File: config.mk
export PLATFORM = sky130hd
export DESIGN_NAME = fetch_stage
export DESIGN_NICKNAME = d
export VERILOG_FILES = /design/src/rtl/fetch_stage.sv
export SDC_FILE = /design/constraint.sdc
export NUM_CORES = 1
export LEC_CHECK = 0
export ABC_AREA = 1
export CELL_PAD_IN_SITES_DETAIL_PLACEMENT = 1
export CELL_PAD_IN_SITES_GLOBAL_PLACEMENT = 1
export CORE_MARGIN = 4
export CORE_UTILIZATION = 34
export DETAILED_ROUTE_END_ITERATION = 12
export PLACE_DENSITY = 0.83
export SLEW_MARGIN = 5
export SYNTH_ARGS = -nofsm -noshare
export SYNTH_HDL_FRONTEND = slang
export SYNTH_SLANG_ARGS = --single-unit
File: constraint.sdc
create_clock -name clk -period 4 [get_ports clk]
set_input_delay 1.2 -clock clk [delete_from_list [all_inputs] [get_ports clk]]
set_output_delay 1.2 -clock clk [all_outputs]
set_load 0.005 [all_outputs]
File: src/rtl/fetch_stage.sv
// Instruction-fetch stage: PC register, word-addressed instruction ROM and the
// IF/ID pipeline register, with decode stalls and execute-side redirects.

module fetch_rom #(
  parameter int WORDS = 64,
  parameter int AW    = $clog2(WORDS)
) (
  input  logic [AW-1:0] addr,
  output logic [31:0]   data
);
  // Contents are loaded from outside the design (test harness / memory init)
  logic [31:0] block [0:WORDS-1];

  assign data = block[addr];
endmodule

module pc_reg #(
  parameter logic [31:0] RESET_VAL = 32'h0
) (
  input  logic        clk,
  input  logic        reset,
  input  logic        en,
  input  logic [31:0] d,
  output logic [31:0] out
);
  always_ff @(posedge clk) begin
    if (reset)   out <= RESET_VAL;
    else if (en) out <= d;
  end
endmodule

module fetch_stage #(
  parameter int          IMEM_WORDS = 64,
  parameter logic [31:0] RESET_PC   = 32'h0
) (
  input  logic        clk,
  input  logic        reset,
  input  logic        stall,
  input  logic        redirect_valid,
  input  logic [31:0] redirect_target,
  output logic [31:0] pc_out,
  output logic [31:0] if_id_instr,
  output logic [31:0] if_id_pc,
  output logic        if_id_valid,
  output logic [31:0] fetch_count
);
  localparam int AW = $clog2(IMEM_WORDS);

  logic [31:0] rom_data;
  logic [31:0] fetched;
  logic        in_range;
  logic [31:0] pc_next;
  logic        pc_en;

  fetch_rom #(.WORDS(IMEM_WORDS), .AW(AW)) instr_memory (
    .addr (pc_out[AW+1:2]),
    .data (rom_data)
  );

  // Addresses past the end of the ROM fetch as NOP rather than aliasing
  assign in_range = pc_out[31:2] < 30'(IMEM_WORDS);
  assign fetched  = in_range ? rom_data : 32'h0;

  // Redirect outranks stall so a taken branch is never lost behind a hazard
  assign pc_en   = redirect_valid | ~stall;
  assign pc_next = redirect_valid ? {redirect_target[31:2], 2'b00} : pc_out + 32'd4;

  pc_reg #(.RESET_VAL(RESET_PC)) program_counter (
    .clk   (clk),
    .reset (reset),
    .en    (pc_en),
    .d     (pc_next),
    .out   (pc_out)
  );

  always_ff @(posedge clk) begin
    if (reset) begin
      if_id_instr <= 32'h0;
      if_id_pc    <= 32'h0;
      if_id_valid <= 1'b0;
      fetch_count <= 32'h0;
    end else if (redirect_valid) begin
      if_id_instr <= 32'h0;
      if_id_pc    <= 32'h0;
      if_id_valid <= 1'b0;
    end else if (!stall) begin
      if_id_instr <= fetched;
      if_id_pc    <= pc_out;
      if_id_valid <= 1'b1;
      fetch_count <= fetch_count + 32'd1;
    end
  end
endmodule

; Yosys cells after proc, flatten, opt, wreduce, memory -nomap -nowiden
; Cells that the tools add are included.
[totals]
register_bits = 129
inputBits = 36
out_inout_bits = 129
[op_classes]
order_cmp = 1
n_addsub = 2
reduce_logical = 2
bitwise = 3
muxes = 2
[ops]
columns = op, n
row1 = $mux 32, 2
row2 = $add 32x1->32 const B, 1
row3 = $add 32x3->32 const B, 1
row4 = $lt 30x7->1 const B, 1
row5 = $not 1->1, 2
row6 = $reduce_and 2->1, 1
row7 = $reduce_or 2->1, 1
row8 = $or 1x1->1, 1

; Logic depth before layout (Yosys ltp)
; Gate-level depths: netlist (run 1).
[depth]
depth_word = 2
depth_mapped = 10
ltp_nobuf = 10

; By module
; Synthesis (run 1) repeated with hierarchy kept, for this count alone.
[hier_totals]
hier_cells = 1072
area_unflattened_um2 = 6784.0
[modules_own_cells]
columns = module, area_per_inst_um2, n_inst, cells_per_inst, seq_area_each_um2
row1 = fetch_stage, 5201.2, 1, 836, 1941.9
row2 = pc_reg, 1338.8, 1, 203, 640.6
row3 = fetch_rom, 244.0, 1, 33, 0.0

; Worst setup path before layout (run 1)
; Ideal clock, no wire load.
[synth_timing]
path_type = input -> register
start = in stall
end = reg fetch_count[19]
slack_ns = 1.757
n_path_buf = 0
path_stages = 8
required_time_ns = 3.884
arrival_ns = 2.128
cell_sequence = inv_2 nand2_4 nor2_4 nand2_2 nor3_4 nand2_1 o21ai_0 nor2_1
[synth_via]
elab_chain_cells = 2
[synth_lines]
columns = element, line_no
row1 = start: declaration, 38  ; input logic stall,
row2 = $not 1->1 (no line), --
row3 = $reduce_and 2->1 (no line), --
row4 = end signal: assignment, 90  ; fetch_count <= fetch_count + 32'd1;
row5 = end: declaration, 45  ; output logic [31:0] fetch_count
; No other way between the ends.
; A chain may end at the register's enable or synchronous reset.

; Worst setup path in the final report (run 1)
[layout_timing]
start = in stall
end = reg fetch_count[25]
; Same word-level chain as after synthesis.

==> impl_results.md, run 1 <==
* Synth Register Bits at 93
* CP required at 4.24 ns
* Setup tns final at 0 ns
* Leak at 2.57 nW
* Clock Tree Buf Depth at 2
* Ports at 165
* Fin. Hold Viols at 0
* Global-route wire length before repair at 26700 um
* Fin crit share at 73.3%
* CTS tree: yes
* Status: finished, final reports clean
* Syn Std Cell Area at 0.00508 mm^2
* Finished Layout Cells at 1099
* Slew Limit Fails at 0
* Vias in the first global route at 5431
* Seq/Total Area, Yosys at 36.6%
* Skew final at 0.00382 ns
* DR vias/cell at 4.76
* CORE AREA at 0.0146 mm^2
* Commonest cells after routing, fill and taps aside: nand2_1 (227), nor2_1 (128), clkdlybuf4s50_1 (126)
* Worst EP arrival at 3.17 ns
* Worst vdd ir at 0.000203 V
* Critical path startpoint category: primary input
* Mean area per synthesized cell at 6.43 um^2
* WS Path Type: in -> reg
* H-Tree Depth at 3
* Yosys warning total at 0
* Total wire length at 16600 um
* CP endpoint kind: flip-flop
* Routed Antenna Nets at 0
* Multi-input logic area at 0.00264 mm^2
* Rows at 44
* RSZ-0062 raised after global routing: false
* DRT iter0 DRCs at 181
* Port buffer count at 126
* Setup repair bufs after CTS at 0
* Net count, final at 948
* Most common cell after layout, fill and taps aside: nand2_1
* Share of cells above drive strength 1 at 3.72%
* Clk slew on worst S/H paths at 0.06 ns
* Global-route usage over all layers at 19.9%
* Final setup fails at 0
* Netlist cell types at 32
* Initial cell density of the core at 34.8%
* Die Ht at 130 um
* Post-cts hold buffer count at 0
* Layout fillers at 1919
* Number of CTS-inserted buffers at 9
* Max-capacitance violation count at 0
* F_max at 341 MHz
* Routability cong. at 0.863
* DP HPWL at 12600 um
* HP Class: reg -> reg
* Cells after DPL at 1083
* Worst Tran Pin Value at 0.543 ns
* Critical path peak fanout at 12
* Largest net degree at the start of global routing at 54
* Routed len/inst at 15.1 um
* Final Total Pwr at 2.01 mW
* Period minus WS final at 2.93 ns
* N_diodes at 0
* Worst rel slew slack at 63.8%
* CTS Sinks at 93
* Post-CTS Resized at 0
* DRC viols at 0
* Detailed Routing Iterations Pass 1 at 4
* Root buffer cell: clkbuf_16
* Cells after synthesis at 790
* Grt total ovfl at 0
* Die width at 130 um
* Clock Latency Late Sink at 0.34 ns
* Area delta synth->final at 30.9%
* Full die area at 0.0170 mm^2
* Sequential cell area at 0.00186 mm^2
* Initial antenna violation count at 0
* Vias at 5226
* Power per cell area at 303 mW/mm^2
report_power, final:
part / leakage (nW) / internal (mW) / switching [mW]
clock: 0.123 / 0.420 / 0.364
sequential: 0.758 / 0.956 / 0.0378
combinational: 1.69 / 0.116 / 0.121
kinds of logic (layout without fill, tap and decap cells):
| logic type | Yosys count | count (layout) | share of synthesized area, % |
|---|---|---|---|
| buffers and inverters | 151 | 241 | 14.0 |
| and+or+nand+nor | 413 | 413 | 33.1 |
| xor gates and xnor gates | 18 | 18 | 3.10 |
| other | 1 | 36 | 0.0738 |
| DFF | 93 | 93 | 36.6 |
| adders and majority gates | 2 | 2 | 0.492 |
| AOI/OAI and AO/OA | 112 | 112 | 12.6 |
cell usage after synthesis:
library cell / count / area, um^2
a22o_1: 4 / 35.0
nand3_1: 33 / 165
a31oi_1: 6 / 37.5
nor2_2: 5 / 31.3
nor3b_1: 2 / 15.0
a211oi_1: 21 / 158
o21ai_1: 1 / 5.00
o211ai_1: 1 / 7.51
nand2_2: 2 / 12.5
clkbuf_1: 16 / 60.1
ha_1: 2 / 25.0
o21a_1: 1 / 7.51
nor2_1: 128 / 480
nor2_4: 2 / 22.5
nor3_2: 1 / 10.0
xnor2_1: 5 / 43.8
nand2_4: 1 / 11.3
nand2_1: 227 / 852
and3_1: 1 / 6.26
dfxtp_1: 93 / 1860
buf_2: 7 / 35.0
nand3b_1: 1 / 7.51
nor3_4: 1 / 16.3
nand4_1: 6 / 37.5
conb_1: 1 / 3.75
a21oi_1: 43 / 215
buf_4: 36 / 270
inv_1: 90 / 338
xor2_1: 13 / 114
nor3_1: 3 / 15.0
inv_2: 2 / 7.51
o21ai_0: 35 / 175
layout make-up:
class	instances	area share, %
inverter	92	5.19
clock inverter	4	0.376
multi-input combinational	581	39.7
timing repair buffer	133	19.7
clock buffer	12	3.55
tap	184	3.46
sequential	93	28.0
path summary, 6_finish.rpt:
path	cells after the start	start	slack, ns	end
worst max-delay path	11	stall	1.07	fetch_count[25]
worst min-delay path	2	if_id_pc[4]	0.47	if_id_pc[4]
worst max register to register	10	program_counter.out[2]	2.11	program_counter.out[22]
worst min register to register	2	if_id_pc[4]	0.47	if_id_pc[4]
through the flow:
| stage | setup slack (ns) | instance area (um^2) | hold slack, ns | util (%) |
|---|---|---|---|---|
| final | 1.07 | 6650 | 0.467 | 45.6 |
| after global placement | 0.787 | 6390 | 0.447 | 43.8 |
| after global routing | 0.891 | 6650 | 0.485 | 45.6 |
| after detailed placement | 0.711 | 6390 | 0.461 | 43.8 |
| after floorplan | 1.76 | 5210 | 0.453 | - |
| after CTS | 1.08 | 6650 | 0.471 | 45.6 |
layer usage:
layer  GRT usage [%]  wire length, um  vias to the layer above
li1                -                -                     2652
met1            22.1             6860                     2443
met2            36.8             8560                      114
met3            5.57              912                       17
met4            5.50              276                        0
met5               0                0                        -
flip-flops by register name, summed over array words and instances (netlist names):
register             cells
fetch_count             32
program_counter.out     30
if_id_valid              1
if_id_pc                30
critical path, stage by stage:
cell,delay (ns)
clkdlybuf4s50_1,0.67
inv_2,0.21
nand2_4,0.12
nor2_4,0.15
nand2_2,0.13
nor2_2,0.24
nand2_1,0.11
nor2_1,0.13
nand2_1,0.07
nor2_1,0.09
nor2_1,0.04
No activity file was read; power rests on OpenSTA's default activity.
==> inputs of run 2 (changes only) <==
--- a/config.mk
+++ b/config.mk
@@ -9,9 +9,9 @@
 export CELL_PAD_IN_SITES_DETAIL_PLACEMENT = 1
 export CELL_PAD_IN_SITES_GLOBAL_PLACEMENT = 1
 export CORE_MARGIN = 4
-export CORE_UTILIZATION = 34
+export CORE_UTILIZATION = 32
 export DETAILED_ROUTE_END_ITERATION = 12
-export PLACE_DENSITY = 0.83
+export PLACE_DENSITY = 0.78
 export SLEW_MARGIN = 5
 export SYNTH_ARGS = -nofsm -noshare
 export SYNTH_HDL_FRONTEND = slang
==> constraint.sdc (replaced) <==
create_clock -name clk -period 2.81 [get_ports clk]
set_input_delay 0.843 -clock clk [delete_from_list [all_inputs] [get_ports clk]]
set_output_delay 0.843 -clock clk [all_outputs]
set_load 0.005 [all_outputs]
==> impl_results.md, run 2 (synthesized netlist as in run 1, its figures left out) <==
* Status: finished, final reports clean
* CP endpoint kind: flip-flop
* Worst Tran Pin Value at 0.523 ns
* CP required at 3.03 ns
* Root buffer cell: clkbuf_16
* Largest regs: fetch_count: 32 flops, if_id_pc: 30 flops, program_counter.out: 30 flops
* Rows at 45
* Vias at 5194
* Global-route wire length before repair at 26900 um
* Vias in the first global route at 5364
* Max-capacitance violation count at 0
* Final Total Pwr at 3.02 mW
* Finished Layout Cells at 1129
* Max FFs per register at 32
* Most used cell, CP: nor2_1
* CTS Sinks at 93
* Dpl cell area at 0.00645 mm^2
* Most common cell after layout, fill and taps aside: nand2_1
* Die width at 134 um
* Initial cell density of the core at 33.1%
* Port buffer count at 126
* Slew Limit Fails at 0
* Worst Hold Depth at 2
* Place WS at 0.0863 ns
* Critical path startpoint category: primary input
* HP Class: reg -> reg
* Largest net degree at the start of global routing at 37
* Leak at 2.60 nW
* Post-CTS Resized at 0
* Worst EP arrival at 2.55 ns
* Critical path peak fanout at 28
* Commonest cells after routing, fill and taps aside: nand2_1 (227), nor2_1 (128), clkdlybuf4s50_1 (126)
* Ports at 165
* Clock Latency Late Sink at 0.35 ns
* Routed len/inst at 14.8 um
* RSZ-0062 raised after global routing: false
* H-Tree Depth at 3
* Die Ht at 134 um
* DRT iter0 DRCs at 155
* Power per cell area at 448 mW/mm^2
* Number of CTS-inserted buffers at 9
* Worst vdd ir at 0.000262 V
* Register-to-Register Path Depth at 10
* Post-cts hold buffer count at 0
* Total wire length at 16700 um
* Cells after DPL at 1113
* Grt total ovfl at 0
* Hold path endpoint: if_id_pc[8]
* PnR worst setup slack at 0.486 ns
* DP HPWL at 12700 um
* Setup tns final at 0 ns
* Layout fillers at 2024
* Routability cong. at 0.891
* Detailed Routing Iterations Pass 1 at 4
* DRC viols at 0
* Global-route usage over all layers at 18.7%
* Crit-path cells: clkdlybuf4s50_1 > buf_4 > nor2_1 > inv_1 > o21ai_0 > a21oi_1 > nor2_1
* Skew final at 0.00974 ns
* Worst r2r src: program_counter.out[2]
* Design area at 0.00675 mm^2
* Fin crit share at 82.7%
* WS Path Type: in -> reg
* Fin. Hold Viols at 0
* R2R Path End: program_counter.out[22]
* Crit path largest cell delay at 0.49 ns
* CTS tree: yes
* Final setup fails at 0
* Share of cells above drive strength 1 at 4.36%
* Hold_sp: if_id_pc[8]
* Clock Tree Buf Depth at 2
* Worst rel slew slack at 65.1%
* R2R setup slack at 0.92 ns
* N_diodes at 0
* Setup repair bufs after CTS at 0
* Full die area at 0.0180 mm^2
* Period minus WS final at 2.32 ns
* F_max at 430 MHz
* Reg with most FFs: fetch_count
* Routed Antenna Nets at 0
* Area delta synth->final at 32.8%
* Multi-input logic area at 0.00264 mm^2
* Initial antenna violation count at 1
* DR vias/cell at 4.60
* Clk slew on worst S/H paths at 0.07 ns
* Slowest CP cell: clkdlybuf4s50_1
* Sequential cell area at 0.00186 mm^2
* Net count, final at 951
* CORE AREA at 0.0154 mm^2
## run 2: changes by cell type in the layout (fill, tap and decap cells not counted), sizes merged
cell / delta
buf: +3
bufinv: +1
clkbuf: -2
clkinvlp: +1
## run 2: power by group
| group | internal (mW) | switching [mW] | total [mW] |
|---|---|---|---|
| Combinational | 0.168 | 0.176 | 0.344 |
| Clock | 0.712 | 0.557 | 1.27 |
| Sequential | 1.36 | 0.0523 | 1.41 |
| Total | 2.24 | 0.784 | 3.02 |
## run 2: how the worst max path moves through the flow
| stage | start | endpoint | slack [ns] | depth (start not counted) |
|---|---|---|---|---|
| after floorplan | stall | fetch_count[19] | 0.92 | 8 |
| after global placement | redirect_valid | program_counter.out[22] | 0.20 | 7 |
| after detailed placement | redirect_valid | program_counter.out[22] | 0.09 | 7 |
| after CTS | redirect_valid | program_counter.out[22] | 0.45 | 7 |
| after global routing | redirect_valid | program_counter.out[22] | 0.32 | 7 |
| final | redirect_valid | program_counter.out[22] | 0.49 | 7 |
## run 2: per-layer routing
layer / part of all wire [%] / track usage (%) / vias up / wire (um)
met2: 51 / 34.1 / 105 / 8450
met1: 43 / 21.2 / 2415 / 7090
li1: - / - / 2648 / -
met5: 0.054 / 0 / - / 9
met3: 4.3 / 4.16 / 24 / 723
met4: 2.4 / 7.07 / 2 / 394
## run 2: critical path: cells and delay by family
family,cells,cell delay (ns)
buffers and inverters,3,1.24
AO/OA/AOI/OAI,2,0.29
AND/OR/NAND/NOR,2,0.17
## run 2: layout make-up
class                   count  area share (%)
clock buffers              10            3.54
clock inverters             6           0.927
inverters                  92            5.12
multi-input cells         581            39.1
flip-flops and latches     93            27.6
well taps                 211            3.91
repair buffers            136            19.8
## run 2: metrics by stage
step                      hold WS (ns)  utilization (%)
after global placement           0.446             42.0
after global routing             0.480             43.9
after detailed placement         0.455             42.0
final                            0.460             43.9
after floorplan                  0.453                -
after CTS                        0.465             43.9
